[config.mk]
export PLATFORM = sky130hd
export DESIGN_NAME = hull_fifo_flat
export DESIGN_NICKNAME = d
export VERILOG_FILES = /design/src/rtl/hull_fifo_if.sv /design/src/rtl/hull_fifo.sv /design/src/flat_wrapper.sv
export SDC_FILE = /design/constraint.sdc
export NUM_CORES = 1
export LEC_CHECK = 0
export ABC_AREA = 1
export CORE_UTILIZATION = 34
export CTS_BUF_LIST = sky130_fd_sc_hd__clkbuf_16
export DETAILED_ROUTE_END_ITERATION = 10
export DONT_BUFFER_PORTS = 1
export HOLD_SLACK_MARGIN = 0.1
export SYNTH_ARGS = -nofsm -noshare
export SYNTH_HDL_FRONTEND = slang
export SYNTH_SLANG_ARGS = --single-unit
[constraint.sdc]
create_clock -name clock -period 4.64 [get_ports clock]
set_clock_uncertainty 0.15 [all_clocks]
set_input_delay 0.928 -clock clock [delete_from_list [all_inputs] [get_ports clock]]
set_output_delay 0.928 -clock clock [all_outputs]
set_load 0.05 [all_outputs]
[src/rtl/hull_fifo_if.sv]
// hull_fifo_if: handshake bundle of the hull_fifo elastic queue.
//   wrreq/data  : producer write request and write word
//   full        : queue holds DEPTH words, writes are ignored
//   rdreq       : consumer pop request
//   q           : read word (show-ahead head or registered popped word)
//   empty       : queue holds no words, pops are ignored
// master = producer/consumer side, slave = the FIFO itself.
interface hull_fifo_if #(
    parameter int WIDTH = 64
);
    logic             wrreq;
    logic [WIDTH-1:0] data;
    logic             full;
    logic             rdreq;
    logic [WIDTH-1:0] q;
    logic             empty;

    modport master (
        output wrreq,
        output data,
        output rdreq,
        input  full,
        input  q,
        input  empty
    );

    modport slave (
        input  wrreq,
        input  data,
        input  rdreq,
        output full,
        output q,
        output empty
    );
endinterface

[src/rtl/hull_fifo.sv]
// hull_fifo: single-clock FIFO of 2^LOG_DEPTH words of WIDTH bits.
//   clock   : sole clock, rising edge
//   reset_n : asynchronous active-low reset
//   bus     : hull_fifo_if slave (wrreq, data, full, rdreq, q, empty)
// TYPE 0 = show-ahead (q is the head word while !empty),
// TYPE 1 = registered-read (q loads the popped word after an accepted read).
// full, empty and q are all registers; requests never reach them combinationally.
module hull_fifo #(
    parameter int unsigned TYPE      = 32'd0,
    parameter int          WIDTH     = 64,
    parameter int          LOG_DEPTH = 4
) (
    input  logic        clock,
    input  logic        reset_n,
    hull_fifo_if.slave  bus
);
    localparam int DEPTH = 1 << LOG_DEPTH;
    localparam logic [LOG_DEPTH-1:0] PTR_ONE  = LOG_DEPTH'(1);
    localparam logic [LOG_DEPTH:0]   CNT_ONE  = (LOG_DEPTH + 1)'(1);
    localparam logic [LOG_DEPTH:0]   CNT_FULL = (LOG_DEPTH + 1)'(DEPTH);

    logic [WIDTH-1:0]     mem_r [DEPTH];
    logic [LOG_DEPTH-1:0] wr_ptr_r;
    logic [LOG_DEPTH-1:0] rd_ptr_r;
    logic [LOG_DEPTH:0]   count_r;
    logic                 full_r;
    logic                 empty_r;
    logic [WIDTH-1:0]     q_r;

    logic                 wr_acc_s;
    logic                 rd_acc_s;
    logic [LOG_DEPTH-1:0] rd_next_s;
    logic [LOG_DEPTH:0]   count_next_s;
    logic [WIDTH-1:0]     head_next_s;

    // Accept decisions, next occupancy and the head word that will be visible after this edge.
    always_comb begin
        wr_acc_s     = bus.wrreq && !full_r;
        rd_acc_s     = bus.rdreq && !empty_r;
        rd_next_s    = rd_ptr_r;
        count_next_s = count_r;
        head_next_s  = '0;

        if (rd_acc_s) begin
            rd_next_s = rd_ptr_r + PTR_ONE;
        end else begin
            rd_next_s = rd_ptr_r;
        end

        case ({wr_acc_s, rd_acc_s})
            2'b10:   count_next_s = count_r + CNT_ONE;
            2'b01:   count_next_s = count_r - CNT_ONE;
            default: count_next_s = count_r;
        endcase

        // The next head is the word being written this edge only when that
        // slot becomes the head (queue empty or just drained to it).
        if (count_next_s == '0) begin
            head_next_s = '0;
        end else if (wr_acc_s && (rd_next_s == wr_ptr_r)) begin
            head_next_s = bus.data;
        end else begin
            head_next_s = mem_r[rd_next_s];
        end
    end

    // Storage write; contents are deliberately left uncleared by reset.
    always_ff @(posedge clock) begin
        if (wr_acc_s) begin
            mem_r[wr_ptr_r] <= bus.data;
        end
    end

    // Pointers, occupancy, registered flags and read data.
    always_ff @(posedge clock or negedge reset_n) begin
        if (!reset_n) begin
            wr_ptr_r <= '0;
            rd_ptr_r <= '0;
            count_r  <= '0;
            full_r   <= 1'b0;
            empty_r  <= 1'b1;
            q_r      <= '0;
        end else begin
            if (wr_acc_s) begin
                wr_ptr_r <= wr_ptr_r + PTR_ONE;
            end
            rd_ptr_r <= rd_next_s;
            count_r  <= count_next_s;
            full_r   <= (count_next_s == CNT_FULL);
            empty_r  <= (count_next_s == '0);
            if (TYPE == 32'd0) begin
                q_r <= head_next_s;
            end else if (rd_acc_s) begin
                q_r <= mem_r[rd_ptr_r];
            end
        end
    end

    assign bus.full  = full_r;
    assign bus.empty = empty_r;
    assign bus.q     = q_r;
endmodule

[src/flat_wrapper.sv]
// flat-port wrapper written by rule: the top's interface ports become plain ports
module hull_fifo_flat 
#(
    parameter int unsigned TYPE      = 32'd0,
    parameter int          WIDTH     = 64,
    parameter int          LOG_DEPTH = 4
)
  (clock, reset_n, bus_wrreq, bus_data, bus_rdreq, bus_full, bus_q, bus_empty);
  hull_fifo_if #(.WIDTH(WIDTH)) bus_i ();
  input  logic clock;
  input  logic reset_n;
  input wire logic [$bits(bus_i.wrreq)-1:0] bus_wrreq;
  input wire logic [$bits(bus_i.data)-1:0] bus_data;
  input wire logic [$bits(bus_i.rdreq)-1:0] bus_rdreq;
  output wire logic [$bits(bus_i.full)-1:0] bus_full;
  output wire logic [$bits(bus_i.q)-1:0] bus_q;
  output wire logic [$bits(bus_i.empty)-1:0] bus_empty;
  assign bus_i.wrreq = bus_wrreq;
  assign bus_i.data = bus_data;
  assign bus_i.rdreq = bus_rdreq;
  assign bus_full = bus_i.full;
  assign bus_q = bus_i.q;
  assign bus_empty = bus_i.empty;
  hull_fifo #(.TYPE(TYPE), .WIDTH(WIDTH), .LOG_DEPTH(LOG_DEPTH)) u_core (.clock(clock), .reset_n(reset_n), .bus(bus_i));
endmodule
==> results by group, run 1 <==
STA
  – Fin crit period: 3.73 ns
  – Final Setup Violations: 0
  – Max-slew violation count: 0
  – Slew HR: 18.1%
  – Max Clock Freq: 0.268 GHz
  – TNS Setup: 0 ns
  – Fin Hold WS: 0.140 ns
  – Hold Fails Final Rpt: 0
  – RSZ-0062 raised after global routing: false
  – Worst Tran Pin Value: 1.23 ns
  – Tcrit/Tclk final: 80.5%

Worst setup path
  – WP buf/inv: 2
  – CP peak stage delay: 0.56 ns
  – Crit-path leading delay family: simple AND/OR/NAND/NOR gates
  – Crit. End Element: flop
  – Levels on crit path: 13
  – Critical Path Fanout Max: 33
  – R2R cell count: 13
  – CP Launch Type: flop
  – WS Path Type: flop to flop
  – Worst Path Required: 5.08 ns
  – FF-to-FF Start: u_core.bus.full$_DFF_PN0_
  – Crit path DAT: 4.18 ns
  – CP Cell Sequence: nor2_1 > inv_1 > ha_1 > xor2_1 > ha_1 > nand2_1 > nand2_1 > or2_2 > nor2_1 > nand2_1 > nor2_4 > buf_12 > a21oi_1
  – R2r endpoint: u_core.bus.q[22]$_DFF_PN0_
  – CP dominant cell by count: nand2_1
  – Worst setup path end: u_core.bus.q[22]$_DFF_PN0_
  – Slack of the worst reg-to-reg path: 0.91 ns
  – Worst Setup SP: u_core.bus.full$_DFF_PN0_
  – Slowest CP cell: dfrtp_1

Synth
  – Most common cell in the netlist: nand3_1
  – Synth Register Bits: 1103
  – Synth top area cells: edfxtp_1, nand3_1, nand2_1
  – Synth top area share: 69.0%
  – Sequential area share after synthesis: 73.4%
  – Post-synth EDFFs: 1024
  – Net Count, Synth: 3735
  – Main synth FF type: edfxtp_1
  – Mapped Area: 44600 sq um
  – Cell variety after synth: 29
  – Mapped Avg Cell Area: 12.2 sq um
  – Post-synth top cells: nand3_1, edfxtp_1, nand2_1, clkbuf_1, buf_2
  – Dominant cell type by area after synthesis: edfxtp_1
  – Cells after synthesis: 3658
  – Synth async-reset ratio: 7.16%
  – Synthesis Warnings: 0

Placement
  – HPWL after DPL: 59.4 mm
  – IO buf count: 0
  – Gp weighted congestion: 0.765

Clock tree
  – Num Clock Sinks: 1103
  – Clock buffer depth: 3
  – Clock buffer count from CTS: 109
  – CTS tree: done
  – CTS HTree Levels: 3
  – Clk pin slew, worst setup/hold paths: 0.07 ns
  – Skew-Pair Late Insertion Delay: 0.73 ns
  – Root buf cell: clkbuf_16
  – Post-CTS Setup Bufs: 0

Pwr
  – Pwr Density: 706 nW/um^2
  – Lkg Pwr: 17.4 nW
  – Peak VDD IR: 0.932 mV

Die
  – Core area: 130000 sq um
  – Die width: 364 um
  – Initial Util: 34.3%
  – Site Rows: 132
  – Die Area: 133000 sq um
  – Die height: 364 um
  – I/O Pins: 134

Detailed routing
  – Final antenna-violating net count: 0
  – Via Count: 29200
  – DRT Pass-1 Iters: 6
  – Met1 wire length: 51.2 mm
  – DRT iter0 DRCs: 3182
  – Final WL: 126 mm
  – DRC errors left: 0
  – Avg Vias per Cell: 5.41
  – Met2 wire length: 61.6 mm
  – Routed length per instance: 23.3 um
  – WL met3: 9.89 mm
  – Max Used Layer: met4

Global route
  – Initial antenna violation count: 1
  – Vias in the first global route: 27900
  – Pin count of the biggest net entering global routing: 217
  – First-pass GRT wire length: 187 mm
  – Grt ovf: 0
  – Global-route total usage across every layer: 18.8%

Worst hold path
  – Hold WC Path Type: primary input to flop

Cells and area
  – Share of cells above drive strength 1: 7.29%
  – Ant. Diodes: 0
  – Nets@finish: 3649
  – Synth-to-layout area growth: 13.3%

Status
  – Outcome: completed

Job
  – MaxCap Viol Count: 0
worst min path at each step:
stage,startpoint,end,slack (ns),depth (start not counted)
floorplan,u_core.count_r[0]$_DFF_PN0_,u_core.count_r[0]$_DFF_PN0_,0.33,1
global placement,u_core.count_r[0]$_DFF_PN0_,u_core.count_r[0]$_DFF_PN0_,0.36,1
detailed placement,u_core.count_r[1]$_DFF_PN0_,u_core.count_r[1]$_DFF_PN0_,0.40,2
CTS,bus_data[2],u_core.mem_r[3][2]$_DFFE_PP_,0.10,0
global route,bus_data[48],u_core.mem_r[7][48]$_DFFE_PP_,0.12,0
finish,bus_data[53],u_core.mem_r[3][53]$_DFFE_PP_,0.14,0
worst register-to-register path: cells and delay by family, from the launching register on:
family | cells | cell delay, ns
and+or+nand+nor | 7 | 1.57
DFF | 1 | 0.56
adders and majority gates | 2 | 0.55
buffers and inverters | 2 | 0.40
xor gates and xnor gates | 1 | 0.25
AOI/OAI and AO/OA | 1 | 0.16
metrics by stage:
step / cells / area [sq um] / setup WS [ns] / power [W] / utilization (%)
floorplan: 3658 / 44600 / -0.232 / 0.0224 / -
detailed placement: 5183 / 46500 / 0.613 / 0.0266 / 35.8
global placement: 5183 / 46500 / 0.660 / 0.0265 / 35.8
global route: 5407 / 50500 / 0.673 / 0.0375 / 38.9
finish: 5407 / 50500 / 0.905 / 0.0356 / 38.9
CTS: 5407 / 50500 / 0.928 / 0.0359 / 38.9
where the power goes:
group / leakage [nW] / internal (W) / switching (W) / total, W
Sequential: 10.2 / 0.0122 / 0.00156 / 0.0138
Combinational: 5.31 / 0.00359 / 0.00900 / 0.0126
Clock: 1.93 / 0.00543 / 0.00385 / 0.00928
metal layers:
layer / vias to the layer above / global-route usage [%]
met2: 1130 / 31.2
met4: 0 / 6.06
met5: - / 0
met1: 14700 / 24.6
met3: 201 / 3.70
li1: 13200 / -
cells in the final DEF, fill, tap and decap left out, types with 3 or more instances in the layout:
cell | synthesis | final
clkinv_2 | 0 | 24
nor2_1 | 35 | 19
clkbuf_16 | 0 | 110
inv_6 | 0 | 5
nand2_1 | 638 | 636
edfxtp_1 | 1024 | 1024
bufinv_16 | 0 | 20
ha_1 | 9 | 9
xor2_1 | 4 | 4
nand3b_1 | 4 | 4
a21oi_1 | 64 | 64
o21ai_0 | 7 | 7
nor2_4 | 1 | 18
buf_4 | 8 | 43
dfrtp_1 | 78 | 78
clkinv_1 | 0 | 17
o211ai_1 | 3 | 3
inv_1 | 37 | 58
buf_12 | 0 | 23
nand3_1 | 1452 | 1451
dlygate4sd3_1 | 0 | 19
flip-flops by register name, indices dropped and copies added, names as in the netlist:
signal and flops:
u_core.bus.q 64, u_core.wr_ptr_r 4, u_core.rd_ptr_r 4, u_core.bus.empty 1, u_core.count_r 5, u_core.bus.full 1, u_core.mem_r 1024
kinds of logic (layout without fill, tap and decap cells):
logic type	count (synthesis)	in the layout	share of synthesized area, %
flip-flops	1103	1103	73.4
adder cells (fa/ha/maj)	9	9	0.253
AND/OR/NAND/NOR	2138	2138	22.2
buffers and inverters	324	331	3.14
XOR/XNOR	6	6	0.118
AO/OA/AOI/OAI	78	78	0.912
cell type report:
type	count	area (sq um)
fill	12200	79300
clock inverter	94	1010
inverter	41	164
clock buffer	110	2750
sequential	1103	32700
tap	1742	2180
timing repair buffer	86	1000
multi-input combinational	2231	10700
timing repair:
item,4_1_cts,5_1_grt
resized for setup,0,0
endpoints found under the setup margin,0,0
hold buffers,20,0
hold endpoints to repair,163,0
Power figures use the tool's default switching activity.
==> run 2: changes to the inputs <==
==> constraint.sdc (replaced) <==
create_clock -name clock -period 3.3 [get_ports clock]
set_clock_uncertainty 0.15 [all_clocks]
set_input_delay 0.66 -clock clock [delete_from_list [all_inputs] [get_ports clock]]
set_output_delay 0.66 -clock clock [all_outputs]
set_load 0.05 [all_outputs]
==> run 2 against run 1 <==
Net effect:
- core utilization up 0.64 points
- largest power group unchanged
- via count up 1.3%
- first-iteration DRC count down 2.6%
- count of clock-buffer cells in the layout unchanged
- cell area up 1.6%
- sequential cell count unchanged
- critical path type unchanged
- register-to-register slack worse by 0.54 ns
- routed wire length up 1.7%
==> results by group, run 2 (synthesized netlist as in run 1, its figures left out) <==
Status
  – Outcome: completed

Cells and area
  – Reg with most FFs: u_core.mem_r
  – Commonest cells after routing, fill and taps aside: nand3_1, edfxtp_1, nand2_1, clkbuf_16, dfrtp_1
  – Nets@finish: 3743
  – Max reg flops: 1024
  – Final core utilization: 39.5%
  – Final instance area: 51300 sq um
  – Synth-to-layout area growth: 15.1%
  – Share of cells above drive strength 1: 8.20%
  – Most common cell after layout, fill and taps aside: nand3_1

Clock tree
  – CTS HTree Levels: 3
  – Clock buffer count from CTS: 107
  – Root buf cell: clkbuf_16
  – CTS tree: done
  – Num Clock Sinks: 1103
  – Post-cts resize count: 0
  – Clock buffer depth: 3
  – Clk pin slew, worst setup/hold paths: 0.06 ns
  – Skew-Pair Late Insertion Delay: 0.73 ns

STA
  – TNS Setup: 0 ns
  – Fin crit period: 2.94 ns
  – Max-slew violation count: 0
  – Fin Hold WS: 0.350 ns
  – Worst Tran Pin Value: 0.823 ns
  – Max Clock Freq: 0.341 GHz
  – Hold Fails Final Rpt: 0
  – RSZ-0062 raised after global routing: false
  – Setup ws final: 0.365 ns
  – Tcrit/Tclk final: 88.9%
  – Slew HR: 45.0%
  – Final Setup Violations: 0

Die
  – Die width: 364 um
  – I/O Pins: 134
  – Die height: 364 um
  – Core area: 130000 sq um
  – Die Area: 133000 sq um
  – Initial Util: 34.3%
  – Site Rows: 132

Placement
  – Gp weighted congestion: 0.782
  – Pre-CTS WS: 0.0360 ns
  – Area after DPL: 47300 sq um
  – IO buf count: 0
  – HPWL after DPL: 63.4 mm

Worst setup path
  – Worst Path Required: 3.74 ns
  – Crit path DAT: 3.38 ns
  – Slack of the worst reg-to-reg path: 0.36 ns
  – Levels on crit path: 9
  – Crit-path leading delay family: buffers and inverters
  – Critical Path Fanout Max: 50
  – CP dominant cell by count: nand3_1
  – CP Cell Sequence: ha_1 > o21ai_4 > buf_12 > buf_4 > nand3_1 > nand3_1 > nand3_1 > nand3_1 > a21oi_1
  – FF-to-FF Start: u_core.rd_ptr_r[0]$_DFF_PN0_
  – CP Launch Type: flop
  – WS Path Type: flop to flop
  – R2R cell count: 9
  – WP buf/inv: 2
  – R2r endpoint: u_core.bus.q[9]$_DFF_PN0_
  – CP peak stage delay: 0.62 ns
  – Crit. End Element: flop
  – Slowest CP cell: buf_4

Pwr
  – Pwr Density: 976 nW/um^2
  – Peak VDD IR: 0.939 mV
  – Lkg Pwr: 17.8 nW

Detailed routing
  – Final antenna-violating net count: 0
  – Met2 wire length: 61.6 mm
  – DRT iter0 DRCs: 3099
  – Final WL: 128 mm
  – Routed length per instance: 23.3 um
  – DRT Pass-1 Iters: 6
  – WL met3: 8.89 mm
  – Met1 wire length: 54.4 mm
  – DRC errors left: 0
  – Via Count: 29600
  – Max Used Layer: met5
  – Avg Vias per Cell: 5.38

Global route
  – Pin count of the biggest net entering global routing: 117
  – Initial antenna violation count: 17
  – Vias in the first global route: 28400
  – Grt ovf: 0
  – Global-route total usage across every layer: 19.0%
  – First-pass GRT wire length: 189 mm

Worst hold path
  – Hold WC Path Type: primary input to flop
  – Hold wc startpoint: bus_wrreq
  – Hold endpoint: u_core.wr_ptr_r[0]$_DFFE_PN0P_
  – Hold Crit Depth: 5

Job
  – MaxCap Viol Count: 0
## run 2: cell types whose count changed in the layout (fill, tap and decap cells not counted)
cell           change
inv_8              +1
clkinv_8           +1
diode_2            +5
clkinvlp_4         +1
clkinv_1           +6
buf_12            +29
clkinv_2           +5
inv_16             +2
inv_6              -3
clkinv_16          -1
buf_4             +21
dlygate4sd3_1     +46
bufinv_16         -15
## run 2: timing repair
| action | 4_1_cts | 5_1_grt |
|---|---|---|
| hold buffers | 66 | 0 |
| endpoints found under the hold margin | 1167 | 0 |
| setup buffers | 0 | 0 |
## run 2: tightest hold or removal path, stage by stage
cell and delay [ns]:
inv_1 0.06, nor2_1 0.11, buf_4 0.12, buf_4 0.16, xor2_1 0.07
## run 2: per-layer routing
layer / vias to the layer above / track usage (%)
met1: 14900 / 25.6
met5: - / 0
met2: 1122 / 31.2
met4: 16 / 6.02
met3: 214 / 3.31
li1: 13400 / -
## run 2: layout make-up
type,instances,area (sq um)
Clock buffer,110,2750
Antenna cell,5,12.5
Sequential cell,1103,32700
Timing Repair Buffer,182,2200
Fill cell,12200,78500
Tap cell,1742,2180
Inverter,41,164
Clock inverter,91,627
Multi-Input combinational cell,2231,10700
## run 2: per-stage QoR
stage,power (W),instances
2_1_floorplan,0.0315,3658
3_3_place_gp,0.0381,5233
3_5_place_dp,0.0383,5233
4_1_cts,0.0504,5500
5_1_grt,0.0527,5503
6_report,0.0501,5505
## run 2: power by group
| group | internal, W | total [W] | leakage (nW) | switching [W] |
|---|---|---|---|---|
| combinational | 0.00579 | 0.0189 | 5.87 | 0.0131 |
| sequential | 0.0172 | 0.0193 | 10.2 | 0.00219 |
| clock | 0.00646 | 0.0118 | 1.76 | 0.00537 |
| total | 0.0294 | 0.0501 | 17.8 | 0.0207 |
## run 2: how the worst max path moves through the flow
stage,from,end,slack (ns)
2_1_floorplan,bus_wrreq,u_core.mem_r[11][0]$_DFFE_PP_,-0.29
3_3_place_gp,bus_wrreq,u_core.bus.q[52]$_DFF_PN0_,0.02
3_5_place_dp,bus_wrreq,u_core.bus.q[52]$_DFF_PN0_,0.04
4_1_cts,u_core.bus.full$_DFF_PN0_,u_core.bus.q[52]$_DFF_PN0_,0.40
5_1_grt,u_core.bus.full$_DFF_PN0_,u_core.bus.q[58]$_DFF_PN0_,0.18
6_report,u_core.rd_ptr_r[0]$_DFF_PN0_,u_core.bus.q[9]$_DFF_PN0_,0.36
